<file path="src/rtl/count_step_sequencer.sv">
// count_step_sequencer: run controller for a +1/+2 step counter.
// On an accepted start it drives the embedded counter from 0 up to a latched target,
// taking +2 steps when fast mode is latched and at least 2 remain, so the target is
// never overshot. Provides a start/busy/done handshake, level pause and abort.
//
// Ports:
//   clk      system clock, all logic on posedge
//   rst      synchronous active-high reset, priority over all inputs
//   start    run request, sampled only in IDLE
//   target   final count value, latched on accepted start
//   fast_en  allow +2 steps, latched on accepted start
//   pause    level; holds the count while in RUN
//   abort    ends the current run without done; wins over pause
//   count    counter value (registered)
//   ctrl     step select applied at the next edge (1 = +2, 0 = +1 or no advance)
//   busy     high while in RUN (registered)
//   done     one-cycle pulse on run completion (registered)
//   steps    advance edges taken in the current/last run (registered)
module count_step_sequencer #(
    parameter int unsigned WIDTH = 4
) (
    input  logic             clk,
    input  logic             rst,
    input  logic             start,
    input  logic [WIDTH-1:0] target,
    input  logic             fast_en,
    input  logic             pause,
    input  logic             abort,
    output logic [WIDTH-1:0] count,
    output logic             ctrl,
    output logic             busy,
    output logic             done,
    output logic [WIDTH-1:0] steps
);

    typedef enum logic [1:0] {
        S_IDLE = 2'd0,
        S_RUN  = 2'd1,
        S_DONE = 2'd2
    } state_t;

    state_t           state;
    logic [WIDTH-1:0] target_q;
    logic             fast_q;
    logic [WIDTH-1:0] rem;
    logic [WIDTH-1:0] count_next;

    // Distance left to the target; count never exceeds target_q so this cannot underflow.
    assign rem = target_q - count;

    // Step select for the coming edge; only a real advance in RUN can be a double step.
    assign ctrl = (state == S_RUN) && !abort && !pause && fast_q && (rem >= WIDTH'(2));

    // A double step is only chosen with rem >= 2, so the sum never wraps.
    assign count_next = count + (ctrl ? WIDTH'(2) : WIDTH'(1));

    // Run state machine with registered count, steps and handshake outputs.
    always_ff @(posedge clk) begin
        if (rst) begin
            state    <= S_IDLE;
            target_q <= '0;
            fast_q   <= 1'b0;
            count    <= '0;
            steps    <= '0;
            busy     <= 1'b0;
            done     <= 1'b0;
        end else begin
            done <= 1'b0;
            case (state)
                S_IDLE: begin
                    if (start) begin
                        target_q <= target;
                        fast_q   <= fast_en;
                        count    <= '0;
                        steps    <= '0;
                        if (target == '0) begin
                            state <= S_DONE;
                            done  <= 1'b1;
                        end else begin
                            state <= S_RUN;
                            busy  <= 1'b1;
                        end
                    end
                end
                S_RUN: begin
                    if (abort) begin
                        state <= S_IDLE;
                        busy  <= 1'b0;
                    end else if (!pause) begin
                        count <= count_next;
                        steps <= steps + WIDTH'(1);
                        if (count_next == target_q) begin
                            state <= S_DONE;
                            busy  <= 1'b0;
                            done  <= 1'b1;
                        end
                    end
                end
                S_DONE: begin
                    state <= S_IDLE;
                end
                default: begin
                    state <= S_IDLE;
                    busy  <= 1'b0;
                end
            endcase
        end
    end

endmodule

</file>
<file path="config.mk">
export PLATFORM = sky130hd
export DESIGN_NAME = count_step_sequencer
export DESIGN_NICKNAME = d
export VERILOG_FILES = /design/src/rtl/count_step_sequencer.sv
export SDC_FILE = /design/constraint.sdc
export NUM_CORES = 1
export LEC_CHECK = 0
export CORE_MARGIN = 2
export CORE_UTILIZATION = 52
export DETAILED_ROUTE_END_ITERATION = 6
export GPL_TIMING_DRIVEN = 1
export PLACE_DENSITY = 0.88
export SLEW_MARGIN = 20
export SYNTH_ARGS = -nofsm -noshare
export SYNTH_HDL_FRONTEND = slang
export SYNTH_SLANG_ARGS = --single-unit
</file>
<file path="constraint.sdc">
create_clock -name clk -period 4.5 [get_ports clk]
set_input_delay 0.45 -clock clk [delete_from_list [all_inputs] [get_ports clk]]
set_output_delay 0.45 -clock clk [all_outputs]
set_load 0.01 [all_outputs]
</file>
==> qor.yml <==
clockPowerShare: 0.278
clock_sinks: 17
setup_viol: 0
num_rows: 15
fin_util: 0.686
min_period_over_period: 0.754
yosysUniqueCellTypes: 35
power_frac_seq: 0.553
place_congestion: 0.828
dieHeight_um: 46.7
drt_iter0_markers: 24
hold_violations: 0
grt_pass1_vias: 770
post-cts-setup-buffers: 0
seq_area_frac_synth: 0.360
hold_slack_ps: 523
core_area_um2: 1730
instances_no_fill: 142
dp_cells: 138
crit_arrival_ps: 3540
num_io_pins: 21
synthCells: 97
synthFlopType: "dfxtp_1"
ir_drop_mv: 0.165
async_reset_ff_frac: 0
num-nets-final: 136
routed_wl_mm: 1.97
power.density_nw_per_um2: 246
finalInstanceArea_um2: 1180
total_power_uw: 292
ant_nets: 0
grt_use_total: 0.216
fin_skew_ps: 9.42
overflow: 0
syn-num-nets: 115
io_buffers: 20
tritoncts: "yes"
rsz0062_at_grt: "no"
drc: 0
area_growth_pct: 25.3
dr.pass1.iters: 4
synth.top_cell.area_share: 0.360
internal-power_uw: 214
hold_buffers: 0
clkLatencyLatePin_ps: 300
tightest_slew_ps: 640
synth_largest_area_cell: "dfxtp_1"
die_area_um2: 2180
critPathKind: "reg -> reg"
ys_ff_latch: 17
place_worst_setup_slack_ps: 902
post_drt_wl_per_cell_um: 13.9
hp-class: "reg -> reg"
vias: 790
end_kind: "register"
synth_edf_count: 0
clk_pin_slew_ps: 100
synth.avg_cell_area_um2: 9.75
synthTopCellsByArea: "dfxtp_1 (36%), ha_1 (7.9%), xor2_1 (6.5%)"
status: "completed"
placed_area_um2: 1160
routed_via_density: 5.56
place_hpwl_mm: 1.50
grt_pass1_wl_mm: 3.26
synth_most_common_cell: "dfxtp_1"
antenna_found_initial: 0
netSwitchingFraction: 0.267
synthTopCellsByCount: "dfxtp_1 (17), nor2_1 (9), xor2_1 (7), ha_1 (6), mux2i_1 (5)"
n_antenna_cell: 0
grt_max_degree: 18
ys_warn_count: 0
crit_fanout: 5
relSlewSlack: 0.572
fmax_ghz: 0.295
critPathMaxStageDelay_ps: 450
slowest_stage: "fa_1"
drv_slew: 0
setup.worst_path.start_class: "register"
cts_made_buffers: 3
path_cells: "inv_1 > ha_1 > a21o_1 > a21oi_1 > xor2_1 > o311ai_0 > ha_1 > fa_1 > xor2_1 > nor3_1 > o21ai_0 > o21ai_0 > a21oi_1"
cts_resized: 0
cts_root_buffer: "clkbuf_4"
setup_ws_ps: 1110
die_w_um: 46.7
cts_max_path_buffers: 2
p_sw_uw: 77.8
syn_area_um2: 946
comb_power_share: 0.169
setup_tns_ps: 0
power.leakage_nw: 0.476
required_ps: 4650
htreeDepth: 1
fin_crit_ps: 3390
maxCapViolations: 0
initial_core_util: 0.548
drive_above_1_share: 0.0769
## path summary, 6_finish.rpt
path / from / end / slack [ps] / cells past startpoint
max reg2reg: count[1] / state[0] / 1110 / 13
max: count[1] / state[0] / 1110 / 13
min reg2reg: busy / busy / 520 / 2
min: busy / busy / 520 / 2
## worst max-delay path, delay by kind of cell, from the launching register on
kind                       cells  cell delay [ps]
buffers and inverters          1              110
xor gates and xnor gates       2              270
and+or+nand+nor                1              250
AOI/OAI and AO/OA              6             1170
DFF                            1              440
adders and majority gates      3             1010
## area by class of cell
type	count	area [µm²]
multi-input combinational	72	571
fill	140	542
sequential	17	340
timing repair buffer	20	200
tap	25	31.3
clock buffer	3	22.5
inverter	4	15.0
clock inverter	1	5.00
## flip-flops by register name, summed over array words and instances (netlist names)
name	count
target_q	4
done	1
count	4
steps	4
fast_q	1
state	2
busy	1
## cells in the final DEF, fill, tap and decap left out, drive strengths merged
| cell | Yosys | final |
|---|---|---|
| mux2i | 5 | 5 |
| o311a | 1 | 1 |
| nand2b | 2 | 2 |
| inv | 4 | 4 |
| a21o | 3 | 3 |
| xor2 | 7 | 7 |
| a31oi | 1 | 1 |
| a21oi | 5 | 5 |
| nor3b | 1 | 1 |
| ha | 6 | 6 |
| o211ai | 2 | 2 |
| nand2 | 2 | 2 |
| nand3 | 1 | 1 |
| fa | 2 | 2 |
| nand4 | 1 | 1 |
| nor2 | 10 | 10 |
| clkinv | 0 | 1 |
| dfxtp | 17 | 17 |
| and3 | 2 | 2 |
| nor4 | 1 | 1 |
| xnor2 | 1 | 1 |
| or3b | 1 | 1 |
| a22oi | 3 | 3 |
| xor3 | 1 | 1 |
| or3 | 1 | 1 |
| a211oi | 3 | 3 |
| clkdlybuf4s50 | 0 | 20 |
| clkbuf | 3 | 3 |
| o21ai | 3 | 3 |
| nor2b | 2 | 2 |
| o311ai | 1 | 1 |
| nor3 | 4 | 4 |
## kinds of logic after synthesis
family,synth area share
adder cells (fa/ha/maj),0.122
XOR/XNOR,0.0992
AND/OR/NAND/NOR,0.169
flip-flops,0.360
AO/OA/AOI/OAI,0.160
buffers and inverters,0.0370
multiplexers,0.0529
## per-layer routing
metal	vias up	routed length, µm	global-route usage
met5	-	0	0
met4	0	29	0.0778
met3	4	148	0.0706
met2	29	950	0.369
met1	371	841	0.251
li1	386	-	-
## power groups by stage
stage	combinational [mW]	clock (mW)	sequential, mW
6_report	0.0493	0.0811	0.161
3_5_place_dp	0.0489	0	0.165
4_1_cts	0.0492	0.0822	0.161
3_3_place_gp	0.0468	0	0.164
5_1_grt	0.0547	0.0882	0.162
2_1_floorplan	0.0302	0	0.164
Note: power is estimated with default switching activity, not from simulation.
